===== config.mk =====
export PLATFORM = sky130hd
export DESIGN_NAME = uart_tx_buffered
export DESIGN_NICKNAME = d
export VERILOG_FILES = /design/src/rtl/uart_tx_buffered.sv
export SDC_FILE = /design/constraint.sdc
export NUM_CORES = 1
export LEC_CHECK = 0
export BUFFER_PORTS_ARGS = -buffer_cell sky130_fd_sc_hd__buf_2
export CAP_MARGIN = 5
export CORE_MARGIN = 10
export CORE_UTILIZATION = 45
export CTS_CLUSTER_DIAMETER = 40
export DETAILED_ROUTE_END_ITERATION = 12
export PLACE_DENSITY = 0.62
export SETUP_SLACK_MARGIN = 0.4
export SYNTH_ARGS = -nofsm -noshare
export SYNTH_HDL_FRONTEND = slang
export SYNTH_SLANG_ARGS = --single-unit

===== constraint.sdc =====
create_clock -name clk -period 3.4 [get_ports clk]
set_input_delay 0.51 -clock clk [delete_from_list [all_inputs] [get_ports clk]]
set_output_delay 0.51 -clock clk [all_outputs]
set_load 0.02 [all_outputs]

===== src/rtl/uart_tx_buffered.sv =====
// uart_tx_buffered: buffered 8N1 serial transmitter for the NES host link.
// Bytes arrive on a one-cycle send strobe, wait in a buffer, and are
// shifted out LSB first at CLKS_PER_BIT clocks per bit.
// Build option: define UART_TX_FIFO_EN for a FIFO_DEPTH-entry FIFO;
// otherwise a single holding register buffers one byte while another shifts.
module uart_tx_buffered #(
    parameter int CLKS_PER_BIT = 10,
    parameter int FIFO_DEPTH   = 16
) (
    input  logic       clk,
    input  logic       reset,
    input  logic [7:0] data,
    input  logic       send,
    output logic       ready,
    output logic       busy,
    output logic       UART_TX
);

    localparam int DIV_W = $clog2(CLKS_PER_BIT);
    localparam logic [DIV_W-1:0] DIV_MAX = DIV_W'(CLKS_PER_BIT - 1);

    typedef enum logic [1:0] {IDLE, START, DATA, STOP} state_t;

    state_t           state;
    logic [DIV_W-1:0] div_cnt;
    logic [2:0]       bit_idx;
    logic [7:0]       shift;

    logic       empty;
    logic [7:0] head;
    logic       push;
    logic       pop;

    // Reject unusable parameter values at elaboration time.
    generate
        if (CLKS_PER_BIT < 2) begin : g_bad_cpb
            $error("uart_tx_buffered: CLKS_PER_BIT must be at least 2");
        end
        if ((FIFO_DEPTH < 2) || ((FIFO_DEPTH & (FIFO_DEPTH - 1)) != 0)) begin : g_bad_depth
            $error("uart_tx_buffered: FIFO_DEPTH must be a power of two, at least 2");
        end
    endgenerate

    // A byte is taken whenever the buffer has room; otherwise the strobe is ignored.
    assign push = send && ready;
    // The FSM takes a byte when idle, or at the last stop-bit cycle for a gapless next frame.
    assign pop  = !empty && ((state == IDLE) || ((state == STOP) && (div_cnt == '0)));
    assign busy = (state != IDLE) || !empty;

`ifdef UART_TX_FIFO_EN
    localparam int AW = $clog2(FIFO_DEPTH);

    logic [7:0] mem [FIFO_DEPTH];
    logic [AW:0] wr_ptr;
    logic [AW:0] rd_ptr;
    logic        full;

    // Extra pointer bit tells full from empty when the addresses coincide.
    assign empty = (wr_ptr == rd_ptr);
    assign full  = (wr_ptr[AW] != rd_ptr[AW]) && (wr_ptr[AW-1:0] == rd_ptr[AW-1:0]);
    assign ready = !full;
    assign head  = mem[rd_ptr[AW-1:0]];

    // Storage array: written on accept, no reset needed.
    always_ff @(posedge clk) begin
        if (push) begin
            mem[wr_ptr[AW-1:0]] <= data;
        end
    end

    // Pointer update; simultaneous push and pop both advance.
    always_ff @(posedge clk or posedge reset) begin
        if (reset) begin
            wr_ptr <= '0;
            rd_ptr <= '0;
        end else begin
            if (push) begin
                wr_ptr <= wr_ptr + 1'b1;
            end
            if (pop) begin
                rd_ptr <= rd_ptr + 1'b1;
            end
        end
    end
`else
    logic       hold_valid;
    logic [7:0] hold_data;

    assign empty = !hold_valid;
    assign ready = !hold_valid;
    assign head  = hold_data;

    // Single holding register; push only when empty, pop only when full.
    always_ff @(posedge clk or posedge reset) begin
        if (reset) begin
            hold_valid <= 1'b0;
            hold_data  <= 8'h00;
        end else if (push) begin
            hold_valid <= 1'b1;
            hold_data  <= data;
        end else if (pop) begin
            hold_valid <= 1'b0;
        end
    end
`endif

    // Frame sequencer: start bit, 8 data bits LSB first, stop bit; line driven from a register.
    always_ff @(posedge clk or posedge reset) begin
        if (reset) begin
            state   <= IDLE;
            div_cnt <= '0;
            bit_idx <= 3'd0;
            shift   <= 8'h00;
            UART_TX <= 1'b1;
        end else begin
            case (state)
                IDLE: begin
                    if (pop) begin
                        shift   <= head;
                        UART_TX <= 1'b0;
                        div_cnt <= DIV_MAX;
                        state   <= START;
                    end
                end
                START: begin
                    if (div_cnt == '0) begin
                        div_cnt <= DIV_MAX;
                        bit_idx <= 3'd0;
                        UART_TX <= shift[0];
                        state   <= DATA;
                    end else begin
                        div_cnt <= div_cnt - 1'b1;
                    end
                end
                DATA: begin
                    if (div_cnt == '0) begin
                        div_cnt <= DIV_MAX;
                        if (bit_idx == 3'd7) begin
                            UART_TX <= 1'b1;
                            state   <= STOP;
                        end else begin
                            bit_idx <= bit_idx + 3'd1;
                            UART_TX <= shift[bit_idx + 3'd1];
                        end
                    end else begin
                        div_cnt <= div_cnt - 1'b1;
                    end
                end
                STOP: begin
                    if (div_cnt == '0) begin
                        if (pop) begin
                            shift   <= head;
                            UART_TX <= 1'b0;
                            div_cnt <= DIV_MAX;
                            state   <= START;
                        end else begin
                            state <= IDLE;
                        end
                    end else begin
                        div_cnt <= div_cnt - 1'b1;
                    end
                end
                default: begin
                    state   <= IDLE;
                    UART_TX <= 1'b1;
                end
            endcase
        end
    end

endmodule

==> results.sh, run 1 <==
export IMPL_run_status="completed"
export IMPL_avgRoutedWirePerCell_um=15.7
export IMPL_crit_type="flop to output port"
export IMPL_synth_seq_cells=27
export IMPL_multiInputGateArea_um2=732
export IMPL_path_cells="inv_1 -> ha_1 -> nor2b_1 -> inv_1 -> buf_2"
export IMPL_grt_remaining_overflow=0
export IMPL_tns_ps=0
export IMPL_drive_gt1_share_pct=34.1
export IMPL_fin_nets=152
export IMPL_reg2reg_to="bit_idx[0]"
export IMPL_vias_per_cell=5.61
export IMPL_start_util_pct=47.4
export IMPL_period_share_pct=64.9
export IMPL_vias=987
export IMPL_path_max_fanout=5
export IMPL_synth_top_area_share_pct=44.2
export IMPL_synth_top_area_cell="dfrtp_1"
export IMPL_die_h_um=77.2
export IMPL_post_dp_cell_area_um2=1560
export IMPL_seq_area_um2=677
export IMPL_synth_area_um2=1470
export IMPL_synthFlopType="dfrtp_1"
export IMPL_ant_nets=0
export IMPL_dr_pass1_iters=4
export IMPL_cp_slowest_cell="dfrtp_1"
export IMPL_crit_required_ps=2890
export IMPL_clkTransAtPathRegs_ps=160
export IMPL_final_util_pct=51.2
export IMPL_coreArea_um2=3100
export IMPL_finalWirelength_mm=2.76
export IMPL_cts_tree="yes"
export IMPL_numCtsBuffers=3
export IMPL_finalInstanceArea_um2=1590
export IMPL_diodes=0
export IMPL_slew_viol_final=0
export IMPL_r2r_start="div_cnt[0]"
export IMPL_die_area_um2=5960
export IMPL_synth_most_common_cell="dfrtp_1"
export IMPL_htree_levels=1
export IMPL_die_w_um=77.2
export IMPL_clockBufferDepth=2
export IMPL_fin_skew_ps=5.15
export IMPL_critPathMaxStageDelay_ps=450
export IMPL_synth_area_leaders="dfrtp_1 (44%), mux2_2 (14%), ha_1 (6.8%)"
export IMPL_drc_errors=0
export IMPL_synth_edf_count=0
export IMPL_yosys_warnings=0
export IMPL_finalHoldViolCount=0
export IMPL_ys_seq_area_share_pct=46.0
export IMPL_max_slew_margin_rel_pct=31.1
export IMPL_worst_pin_slew_ps=1030
export IMPL_post_cts_setup_buffer_count=0
export IMPL_fmax_ghz=0.453
export IMPL_grt_pass1_vias=993
export IMPL_rows=20
export IMPL_syn_inst=120
export IMPL_cts_sinks=27
export IMPL_rrSetupSlack_ps=1470
export IMPL_powerDensity_nw_per_um2=991
export IMPL_worstPathArrival_ps=1700
export IMPL_antenna_found_initial=0
export IMPL_pin_count=14
export IMPL_grt_pass1_wl_mm=4.67
export IMPL_nFillCells=304
export IMPL_insertion_delay_ps=330
export IMPL_rr_worst_depth=6
export IMPL_min_path_type="input pin to async pin"
export IMPL_cts_repair_resized=0
export IMPL_place_gp_congestion=0.821
export IMPL_vdd_ir_drop_max_mv=0.374
export IMPL_areaGrowthSynthToFinish_pct=7.99
export IMPL_worstPathBufferInverterCount=3
export IMPL_ctsHoldBuffers=0
export IMPL_mappedNetlistNets=139
export IMPL_final_min_clock_period_ps=2210
export IMPL_ys_types=38
export IMPL_crit_path_frequent_cell="inv_1"
export IMPL_dp_hpwl_mm=2.07
export IMPL_async_flop_share_pct=100
export IMPL_syn_area_per_cell_um2=12.3
export IMPL_clockRootBuffer="clkbuf_4"
export IMPL_drt_iter0_drc=38
export IMPL_path_delay_family="flip-flops"
export IMPL_grt_start_max_net_pins=28
export IMPL_synth_commonest_cells="dfrtp_1 (26), mux2_2 (18), ha_1 (8), inv_1 (8), nor2_1 (7)"
export IMPL_rsz0062_at_grt="false"
export IMPL_portBuffers=13
export IMPL_setup_viol=0
export IMPL_cap_viol_max_count=0
export IMPL_startpoint_type="flop"
export IMPL_grt_usage_pct=9.26
export IMPL_endpoint_kind="output port"
export IMPL_p_leak_nw=0.698
export IMPL_power_mw=1.57
worst reg2reg max path, cell delays in order, from the launching register on:
cell	delay [ps]
dfrtp_1	460
inv_1	80
ha_1	260
or3b_1	520
nor2_1	240
mux2_2	190
a22o_2	130
state kept, by name, indices dropped and copies added, names as in the netlist:
name,count
head,8
shift,8
div_cnt,4
bit_idx,3
state,2
UART_TX,1
hold_valid,1
metal layers:
metal  vias to the layer above  share of wire [%]  GRT usage, %
met4                         0               0.54          2.74
met2                        14                 48          14.1
met1                       503                 49          12.6
met5                         -                  0             0
li1                        468                  -             -
met3                         2                2.4          2.21
layout make-up:
class / instances / area share (%)
Multi-Input combinational cell: 80 / 46.1
Timing Repair Buffer: 13 / 4.09
Clock inverter: 1 / 0.472
Sequential cell: 27 / 42.6
Clock buffer: 3 / 1.42
Tap cell: 44 / 3.46
Inverter: 8 / 1.89
stage by stage:
stage | cells | worst slack [ps] | hold WS [ps]
2_1_floorplan | 120 | 1610 | 470
6_report | 176 | 1190 | 397
5_1_grt | 176 | 1080 | 373
4_1_cts | 176 | 1180 | 388
3_5_place_dp | 172 | 1480 | 471
3_3_place_gp | 172 | 1570 | 471
power breakdown:
part,internal (mW),switching [mW]
Combinational,0.438,0.390
Sequential,0.479,0.122
Clock,0.0450,0.101
cell families after synthesis:
family | after synthesis | synth area share, %
muxes | 21 | 18.4
adders and majority gates | 8 | 6.80
and+or+nand+nor | 22 | 8.76
AOI/OAI and AO/OA | 29 | 15.8
DFF | 27 | 46.0
buffers and inverters | 13 | 4.25
how the worst max path moves through the flow:
stage | startpoint | endpoint | cells past startpoint
2_1_floorplan | bit_idx[0] | UART_TX | 5
3_3_place_gp | bit_idx[0] | UART_TX | 5
3_5_place_dp | bit_idx[0] | UART_TX | 5
4_1_cts | state[0] | busy | 5
5_1_grt | state[0] | busy | 5
6_report | state[0] | busy | 5
cells in the final DEF (no fill, tap or decap), drive strengths merged:
master,n
a21oi,4
a22o,6
a22oi,1
a2bb2oi,1
a311oi,1
a32oi,1
and4bb,1
buf,13
clkbuf,3
clkinvlp,1
dfrtp,26
dfstp,1
ha,8
inv,8
mux2,19
mux4,2
nand2,2
nand3,1
nand3b,1
nand4,1
nor2,7
nor2b,3
nor3,3
nor3b,1
nor4b,1
o211ai,2
o21a,1
o21ai,9
o21bai,1
o22a,2
or3b,1
Power figures use the tool's default switching activity.
==> inputs of run 2 (changes only) <==
clock period = 2.15 ns   (was 3.4 ns; I/O delays follow)
==> run 2 against run 1 <==
Effect of this change:
- clock power is 63% higher
- routed wire length is 10% higher
- cell count grew 10%
- design area is 18% higher
- first-iteration DRC count rose to 2.8 times the previous value
- sequential share of layout area is 6.3 points lower
- die area is the same
- power grew 95%
- flip-flop and latch count unchanged
- hold slack lost 190 ps
- worst setup slack worse by 810 ps
==> results.sh, run 2 (same netlist as run 1, synthesis figures left out) <==
export IMPL_run_status="completed"
export IMPL_grt_pass1_vias=1115
export IMPL_final_common_cell="dfrtp_1"
export IMPL_final_cell_mix="dfrtp_1 (23), buf_4 (16), mux2_2 (15)"
export IMPL_htree_levels=1
export IMPL_clockRootBuffer="clkbuf_4"
export IMPL_crit_type="flop to output port"
export IMPL_drt_iter0_drc=107
export IMPL_rsz0062_at_grt="true"
export IMPL_finalHoldViolCount=0
export IMPL_max_slew_margin_rel_pct=67.4
export IMPL_die_h_um=77.2
export IMPL_endpoint_kind="output port"
export IMPL_reg2reg_to="UART_TX"
export IMPL_avgRoutedWirePerCell_um=15.7
export IMPL_p_sw_mw=1.16
export IMPL_final_min_clock_period_ps=1760
export IMPL_die_area_um2=5960
export IMPL_combPwrFrac_pct=59.9
export IMPL_start_util_pct=47.4
export IMPL_worst_pin_slew_ps=483
export IMPL_ant_nets=0
export IMPL_rrSetupSlack_ps=410
export IMPL_die_w_um=77.2
export IMPL_fmax_ghz=0.567
export IMPL_path_cells="inv_4 -> ha_4 -> nor2b_4 -> inv_2 -> buf_4"
export IMPL_clkTransAtPathRegs_ps=160
export IMPL_hold_start="send"
export IMPL_power_frac_clock_pct=7.8
export IMPL_min_path_cells=2
export IMPL_grt_usage_pct=10.2
export IMPL_post_dp_cell_area_um2=1590
export IMPL_cts_tree="yes"
export IMPL_p_leak_nw=0.804
export IMPL_pwr_share_seq_pct=32.3
export IMPL_vias=1046
export IMPL_internal_power_mw=1.91
export IMPL_whs_ps=207
export IMPL_rows=20
export IMPL_setup_viol=0
export IMPL_dp_hpwl_mm=2.06
export IMPL_fin_nets=170
export IMPL_critPathMaxStageDelay_ps=490
export IMPL_antenna_found_initial=0
export IMPL_grt_remaining_overflow=0
export IMPL_tns_ps=0
export IMPL_finalWirelength_mm=3.05
export IMPL_final_util_pct=60.4
export IMPL_powerDensity_nw_per_um2=1640
export IMPL_coreArea_um2=3100
export IMPL_seq_area_um2=681
export IMPL_diodes=0
export IMPL_fin_skew_ps=3.29
export IMPL_areaGrowthSynthToFinish_pct=27.5
export IMPL_slew_viol_final=0
export IMPL_drc_errors=0
export IMPL_drive_gt1_share_pct=56.7
export IMPL_multiInputGateArea_um2=852
export IMPL_pin_count=14
export IMPL_vdd_ir_drop_max_mv=0.632
export IMPL_cap_viol_max_count=0
export IMPL_crit_required_ps=1830
export IMPL_min_path_type="input pin to flop"
export IMPL_grt_start_max_net_pins=19
export IMPL_portBuffers=13
export IMPL_grt_pass1_wl_mm=5.15
export IMPL_path_max_fanout=4
export IMPL_nFillCells=269
export IMPL_worstPathArrival_ps=1440
export IMPL_finalInstanceArea_um2=1880
export IMPL_hold_end="hold_valid"
export IMPL_insertion_delay_ps=330
export IMPL_numCtsBuffers=3
export IMPL_switching_share_pct=37.9
export IMPL_dr_pass1_iters=4
export IMPL_place_gp_congestion=0.875
export IMPL_clockBufferDepth=2
export IMPL_vias_per_cell=5.39
export IMPL_cp_slowest_cell="dfrtp_2"
export IMPL_rr_worst_depth=5
export IMPL_cts_sinks=27
export IMPL_startpoint_type="flop"
export IMPL_r2r_start="bit_idx[1]"
export IMPL_period_share_pct=82.0
[run 2: changes by cell type in the layout (fill, tap and decap cells not counted), sizes merged]
| cell | before | now |
|---|---|---|
| inv | 8 | 9 |
| buf | 13 | 30 |
| clkinvlp | 1 | 0 |
| dlygate4sd3 | 0 | 1 |
[run 2: metal layers]
metal	vias to the layer above	global-route usage, %	share of wire (%)
met5	-	0	0
met4	0	2.55	0.82
met3	4	3.15	3.4
met2	18	15.6	47
met1	518	13.6	49
li1	506	-	-
[run 2: timing repair]
| item | in CTS | in global routing |
|---|---|---|
| setup buffers | 10 | 5 |
| pin swaps | 3 | 6 |
| hold endpoints to repair | 9 | 0 |
| gates resized for setup | 18 | 17 |
| hold buffers | 1 | 0 |
| setup endpoints to repair | 16 | 17 |
[run 2: layout make-up]
class,count,share of cell area (%)
flip-flops and latches,27,36.3
clock buffers,3,1.20
repair buffers,31,11.8
multi-input cells,80,45.4
inverters,8,1.87
well taps,44,2.94
clock inverters,1,0.467
[run 2: power groups by stage]
stage          logic [mW]  registers (mW)  clock network, mW
6_report             1.84           0.992              0.238
5_1_grt              2.01            1.03              0.268
4_1_cts              1.60           0.969              0.246
3_5_place_dp         1.33           0.972                  0
3_3_place_gp         1.30           0.960                  0
2_1_floorplan        1.16           0.895                  0
[run 2: per-stage QoR]
| step | total power [mW] | cells | setup slack (ps) |
|---|---|---|---|
| after CTS | 2.81 | 189 | 368 |
| after global placement | 2.26 | 174 | 314 |
| after detailed placement | 2.31 | 174 | 314 |
| after floorplan | 2.05 | 120 | 392 |
| after global routing | 3.30 | 194 | 320 |
| final | 3.07 | 194 | 386 |
[run 2: worst max-delay path by stage]
| stage | start | to | slack (ps) | cells past startpoint |
|---|---|---|---|---|
| after CTS | state[0] | busy | 370 | 5 |
| after global routing | bit_idx[1] | UART_TX | 320 | 5 |
| after floorplan | bit_idx[0] | UART_TX | 390 | 5 |
| after global placement | state[1] | div_cnt[3] | 310 | 5 |
| final | state[1] | busy | 390 | 5 |
| after detailed placement | bit_idx[0] | UART_TX | 310 | 5 |
[run 2: worst max-delay path: cells and delay by family, from the launching register on]
family / cells / cell delay, ps
flops: 1 / 490
buf+inv: 3 / 290
fa+ha+maj: 1 / 150
simple gates: 1 / 180
